<file path="src/rtl/traffic_lights_cfg_seq.sv">
// Command sequencer that programs a traffic_lights block: on each accepted timing
// set it issues OFF, waits HOLD_CYCLES, then SET_G/SET_R/SET_Y and ON, one per cycle.
module traffic_lights_cfg_seq #(
    parameter int unsigned HOLD_CYCLES = 10,
    parameter logic [15:0] MAX_TIME    = 16'd1000
) (
    input  logic        clk_i,
    input  logic        srst_i,
    input  logic        cfg_valid_i,
    output logic        cfg_ready_o,
    input  logic [15:0] cfg_red_i,
    input  logic [15:0] cfg_yellow_i,
    input  logic [15:0] cfg_green_i,
    output logic [2:0]  cmd_type_o,
    output logic        cmd_valid_o,
    output logic [15:0] cmd_data_o,
    output logic        busy_o,
    output logic        done_o,
    output logic        err_o
);
    localparam logic [2:0] S_IDLE  = 3'd0;
    localparam logic [2:0] S_OFF   = 3'd1;
    localparam logic [2:0] S_HOLD  = 3'd2;
    localparam logic [2:0] S_SET_G = 3'd3;
    localparam logic [2:0] S_SET_R = 3'd4;
    localparam logic [2:0] S_SET_Y = 3'd5;
    localparam logic [2:0] S_ON    = 3'd6;
    localparam logic [2:0] S_DONE  = 3'd7;

    localparam logic [2:0] CMD_ON    = 3'd0;
    localparam logic [2:0] CMD_OFF   = 3'd1;
    localparam logic [2:0] CMD_SET_G = 3'd3;
    localparam logic [2:0] CMD_SET_R = 3'd4;
    localparam logic [2:0] CMD_SET_Y = 3'd5;

    // Counter is at least one bit wide even when HOLD_CYCLES is 0 (HOLD is then unreachable).
    localparam int unsigned     CW        = $clog2(HOLD_CYCLES + 2);
    localparam logic [CW-1:0]   HOLD_LAST = CW'((HOLD_CYCLES == 0) ? 0 : HOLD_CYCLES - 1);

    logic [2:0]    state_q, state_d;
    logic [CW-1:0] hold_cnt_q, hold_cnt_d;
    logic [15:0]   red_q, yellow_q, green_q;
    logic          cfg_ready_q, cmd_valid_q, busy_q, done_q, err_q;
    logic [2:0]    cmd_type_q;
    logic [15:0]   cmd_data_q;
    logic          cmd_valid_d;
    logic [2:0]    cmd_type_d;
    logic [15:0]   cmd_data_d;
    logic          handshake, set_ok;

    function automatic logic in_range(input logic [15:0] v);
        return (v != 16'd0) && (v <= MAX_TIME);
    endfunction

    assign handshake = cfg_valid_i & cfg_ready_q;
    assign set_ok    = in_range(cfg_red_i) & in_range(cfg_yellow_i) & in_range(cfg_green_i);

    always_comb begin
        state_d    = state_q;
        hold_cnt_d = hold_cnt_q;
        case (state_q)
            S_IDLE:  if (handshake && set_ok) state_d = S_OFF;
            S_OFF: begin
                hold_cnt_d = '0;
                state_d    = (HOLD_CYCLES == 0) ? S_SET_G : S_HOLD;
            end
            S_HOLD: begin
                if (hold_cnt_q == HOLD_LAST) state_d = S_SET_G;
                else                         hold_cnt_d = hold_cnt_q + 1'b1;
            end
            S_SET_G: state_d = S_SET_R;
            S_SET_R: state_d = S_SET_Y;
            S_SET_Y: state_d = S_ON;
            S_ON:    state_d = S_DONE;
            default: state_d = S_IDLE;
        endcase
    end

    // Outputs are decoded from the next state so they land in flops aligned with the state.
    always_comb begin
        cmd_valid_d = 1'b0;
        cmd_type_d  = CMD_ON;
        cmd_data_d  = 16'd0;
        case (state_d)
            S_OFF:   begin cmd_valid_d = 1'b1; cmd_type_d = CMD_OFF; end
            S_SET_G: begin cmd_valid_d = 1'b1; cmd_type_d = CMD_SET_G; cmd_data_d = green_q; end
            S_SET_R: begin cmd_valid_d = 1'b1; cmd_type_d = CMD_SET_R; cmd_data_d = red_q; end
            S_SET_Y: begin cmd_valid_d = 1'b1; cmd_type_d = CMD_SET_Y; cmd_data_d = yellow_q; end
            S_ON:    begin cmd_valid_d = 1'b1; cmd_type_d = CMD_ON; end
            default: ;
        endcase
    end

    always_ff @(posedge clk_i) begin
        if (srst_i) begin
            state_q     <= S_IDLE;
            hold_cnt_q  <= '0;
            red_q       <= 16'd0;
            yellow_q    <= 16'd0;
            green_q     <= 16'd0;
            cfg_ready_q <= 1'b1;
            cmd_valid_q <= 1'b0;
            cmd_type_q  <= 3'd0;
            cmd_data_q  <= 16'd0;
            busy_q      <= 1'b0;
            done_q      <= 1'b0;
            err_q       <= 1'b0;
        end else begin
            state_q    <= state_d;
            hold_cnt_q <= hold_cnt_d;
            if (handshake) begin
                red_q    <= cfg_red_i;
                yellow_q <= cfg_yellow_i;
                green_q  <= cfg_green_i;
            end
            cfg_ready_q <= (state_d == S_IDLE);
            cmd_valid_q <= cmd_valid_d;
            cmd_type_q  <= cmd_type_d;
            cmd_data_q  <= cmd_data_d;
            busy_q      <= (state_d != S_IDLE);
            done_q      <= (state_d == S_DONE);
            err_q       <= handshake & ~set_ok;
        end
    end

    assign cfg_ready_o = cfg_ready_q;
    assign cmd_valid_o = cmd_valid_q;
    assign cmd_type_o  = cmd_type_q;
    assign cmd_data_o  = cmd_data_q;
    assign busy_o      = busy_q;
    assign done_o      = done_q;
    assign err_o       = err_q;
endmodule

</file>
<file path="config.mk">
export PLATFORM = sky130hd
export DESIGN_NAME = traffic_lights_cfg_seq
export DESIGN_NICKNAME = d
export VERILOG_FILES = /design/src/rtl/traffic_lights_cfg_seq.sv
export SDC_FILE = /design/constraint.sdc
export NUM_CORES = 1
export LEC_CHECK = 0
export BUFFER_PORTS_ARGS = -buffer_cell sky130_fd_sc_hd__buf_2
export CAP_MARGIN = 5
export CORE_ASPECT_RATIO = 0.6
export CORE_MARGIN = 3
export CORE_UTILIZATION = 30
export CTS_CLUSTER_DIAMETER = 80
export DETAILED_ROUTE_END_ITERATION = 6
export MAX_ROUTING_LAYER = met4
export PLACE_DENSITY = 0.49
export SLEW_MARGIN = 5
export SYNTH_ARGS = -nofsm -noshare
export SYNTH_HDL_FRONTEND = slang
export SYNTH_SLANG_ARGS = --single-unit
</file>
<file path="constraint.sdc">
create_clock -name clk_i -period 3.45 [get_ports clk_i]
set_input_delay 0.345 -clock clk_i [delete_from_list [all_inputs] [get_ports clk_i]]
set_output_delay 0.345 -clock clk_i [all_outputs]
set_load 0.005 [all_outputs]
</file>
==> impl.org <==
** Route
- The routed layout has 3258 vias.
- Routed WL per cell :: approximately 17 µm
- In this run the remaining antenna-violating nets after routing total 0.
- In the routed design, unresolved DRC markers number 0.
- DRT iter0 DRCs :: about 220
- Detail-routed via count per cell :: a little over 5
- Routed Wire Length :: 10.6 mm
- Initial DRT Pass Iterations :: 4

** Power and ir drop
- The share of total power dissipated in the clock network is 0.435.
- Static leakage :: about 1.6 nW
- Combinational power share :: 0.069
- The internal portion of the total power is around 1.5 mW.
- Switching component of the power :: approximately 0.46 mW
- Switch share :: 0.236
- IR analysis of the VDD net gives a maximum drop of 0.239 mV.
- Pwr/cell area :: about 480 nW/µm²
- The design draws roughly 2 mW.
- Of the total power, registers draw 0.496.

** GRT
- The via count of the first global-routing pass is just over 3000.
- Entering global routing, the biggest net connects 47 pins.
- For this run the aggregate overflow at the end of global routing stands at 0.
- Total global-route track usage :: 0.180
- The first global-routing pass estimated about 17 mm of wire.
- The number of antenna violations at the first check in global routing was 0.

** Synthesis
- Post-synth EDFFs :: 0
- Unique masters post-synth :: 42
- Share of the yosys chip area belonging to registers :: 0.466
- Synth Net Count :: 484
- Number of warning messages in the yosys log :: 0
- Share of async-settable or async-resettable flops after synthesis :: 0
- The cell area that synthesis handed to floorplanning was about 3400 µm².
- In this run the mean area of a mapped cell was a little under 8 µm².
- Among all flip-flop cells after synthesis, the most frequent one is sky130_fd_sc_hd__dfxtp_1.
- In this run, synthesis produced a sequential element count of 79.
- Synthesis handed over a netlist of ~430 instances.

** Die
- For this configuration, the core starts out at a cell density of 0.315.
- The floorplan has 29 rows.
- Core Region :: 10800 µm²
- Num ports :: between 70 and 80
- The die is about 140 µm wide.
- The die is 88.4 µm tall.
- The die covers between 10000 and 15000 µm².

** Clock network
- Number of instances resized during post-cts repair :: 0
- Buffer type at the clock tree root :: sky130_fd_sc_hd__clkbuf_16
- CTS Hold Buffers Added :: 0
- The H-tree generated during clock tree synthesis spans 3 levels.
- Number of sinks on the clock net :: between 70 and 80
- Number of clock buffers inserted by TritonCTS :: 9
- CTS tree :: done
- Clock tree buffer depth :: 2
- At the later pin of the worst-skew pair, clock insertion delay measures 330 ps.
- Clock slew at the register clock pins of the worst setup and hold paths :: roughly 60 ps
- Once the clock tree was built, the setup fixing pass inserted 0 buffers.

** Final layout
- In the final layout, the share of cells above drive strength 1 is 0.195.
- Antenna cells :: 0
- Share of the core filled with cells in the final layout :: 0.382
- After the last flow step, the layout net total stands at 546.
- Leaving out fill and tap cells, the most frequent cells in the layout are 115 x sky130_fd_sc_hd__nand2_1, 79 x sky130_fd_sc_hd__dfxtp_1, 74 x sky130_fd_sc_hd__buf_2.
- Most common cell after layout, fill and taps aside :: sky130_fd_sc_hd__nand2_1
- Layout overhead on the synthesized area :: 21.5%

** Flow run
- Max capacitance violation total :: 0

** Timing
- For the pin with the worst max-slew slack, the measured transition is ~730 ps.
- The routed design could run at a clock period as short as 2230 ps.
- Unrepaired setup endpoints after global routing :: no
- The worst pin sits at a relative slew slack of 0.516.
- For the final routed database, the setup TNS stands at 0 ps.
- For this run, the top clock speed supported by timing is between 400 and 500 MHz.
- Total setup violations reported at the end of the flow :: 0
- Max Transition Viols Final :: 0
- Final Hold Fails :: 0
- Final setup skew :: approximately 6.6 ps
- In the finished design, the share of the clock period the worst path needs comes to 0.645.

** Critical path
- Peak per-stage delay on the critical path :: ~640 ps
- Data on the critical path arrives at its endpoint at roughly 2500 ps.
- The slowest stage of the critical path belongs to the cell sky130_fd_sc_hd__dfxtp_1.
- The setup path with the least slack is of type reg -> reg.
- STA classifies the critical path startpoint as a flip-flop.
- Worst-path cell chain :: nor4b_4 > and2_1 > a22oi_1 > o21a_1 > a31oi_1
- The worst setup path is captured at a flip-flop.
- Required time reported for the critical path endpoint :: between 3000 and 4000 ps
- Maximum fanout along the worst path :: 17

** Run status
- The run finished with clean final reports.

** Placed design
- PortBufs :: 74
- At the end of routability-driven placement, the weighted congestion stood at between 0.7 and 0.8.
- Summed over all nets, the half-perimeter wirelength after detailed placement is about 8 mm.

** Hold path
- The tightest min-delay check is of the in -> reg type.
==> cells by family (layout without fill, tap and decap cells) <==
group | count (synthesis) | after routing | synth area share
compound gates | 141 | 141 | 0.243
xor+xnor | 2 | 2 | 0.00517
fa+ha+maj | 2 | 2 | 0.00738
buf+inv | 44 | 110 | 0.0568
flops | 79 | 79 | 0.466
simple gates | 163 | 163 | 0.221
==> cells in the mapped netlist, types with 3 or more instances <==
cell / number / area (µm²)
sky130_fd_sc_hd__nor2_1: 7 / 26.3
sky130_fd_sc_hd__inv_1: 13 / 48.8
sky130_fd_sc_hd__o21ai_0: 22 / 110
sky130_fd_sc_hd__nand3_1: 5 / 25.0
sky130_fd_sc_hd__nor4_1: 11 / 68.8
sky130_fd_sc_hd__a22oi_1: 8 / 60.1
sky130_fd_sc_hd__o21ai_1: 4 / 20.0
sky130_fd_sc_hd__a21oi_1: 64 / 320
sky130_fd_sc_hd__nor3_1: 3 / 15.0
sky130_fd_sc_hd__buf_1: 3 / 11.3
sky130_fd_sc_hd__nand2_1: 115 / 432
sky130_fd_sc_hd__dfxtp_1: 79 / 1580
sky130_fd_sc_hd__and3b_1: 3 / 26.3
sky130_fd_sc_hd__clkbuf_1: 17 / 63.8
sky130_fd_sc_hd__a31oi_1: 19 / 119
sky130_fd_sc_hd__and3_1: 3 / 18.8
sky130_fd_sc_hd__a32oi_1: 8 / 70.1
sky130_fd_sc_hd__buf_2: 6 / 30.0
sky130_fd_sc_hd__o21a_1: 8 / 60.1
sky130_fd_sc_hd__nand4_1: 4 / 25.0
==> power by group through the flow <==
stage / logic, mW / registers, mW / clock network, mW
6_report: 0.136 / 0.971 / 0.853
5_1_grt: 0.156 / 0.974 / 0.908
4_1_cts: 0.136 / 0.970 / 0.875
3_5_place_dp: 0.136 / 0.990 / 0
3_3_place_gp: 0.134 / 0.989 / 0
2_1_floorplan: 0.0734 / 0.978 / 0
==> per-stage QoR <==
| step | instance area [µm²] | std cells | setup slack, ps | hold slack [ps] |
|---|---|---|---|---|
| final | 4120 | 636 | 1220 | 257 |
| after global routing | 4120 | 636 | 998 | 260 |
| after floorplan | 3390 | 431 | 1800 | 433 |
| after detailed placement | 3860 | 621 | 1080 | 449 |
| after CTS | 4120 | 636 | 1240 | 248 |
| after global placement | 3860 | 621 | 1200 | 450 |
==> routing by layer <==
layer / vias up / wire length [µm] / GRT usage
met3: 10 / 656 / 0.0459
met5: - / 0 / -
met2: 107 / 3950 / 0.221
li1: 1638 / - / -
met1: 1503 / 5900 / 0.283
met4: 0 / 57 / 0.0410
==> registers in the layout, indices dropped and copies added, names as in the netlist <==
name and cells:
done_o 1, state_q 3, busy_o 1, red_q 16
cfg_ready_o 1, cmd_valid_o 1, yellow_q 16, err_o 1
cmd_type_o 3, green_q 16, cmd_data_o 16, hold_cnt_q 4
==> area by class of cell <==
cell class | instances | area, µm²
Clock inverter | 1 | 5.00
Timing Repair Buffer | 81 | 423
Clock buffer | 14 | 254
Multi-Input combinational cell | 308 | 1630
Tap cell | 139 | 174
Inverter | 14 | 52.6
Sequential cell | 79 | 1580
Fill cell | 1143 | 6660
==> final timing paths <==
check / startpoint / end / slack (ps) / cells past startpoint
max: state_q[1] / cmd_data_o[12] / 1220 / 5
min: cfg_green_i[13] / green_q[13] / 260 / 3
max reg2reg: state_q[1] / cmd_data_o[12] / 1220 / 5
min reg2reg: yellow_q[5] / yellow_q[5] / 460 / 2
==> critical path, delay by kind of cell, from the launching register on <==
family	cells	cell delay [ps]
AND/OR/NAND/NOR	2	1010
AO/OA/AOI/OAI	3	480
flip-flops	1	640
No activity file was read; power rests on OpenSTA's default activity.
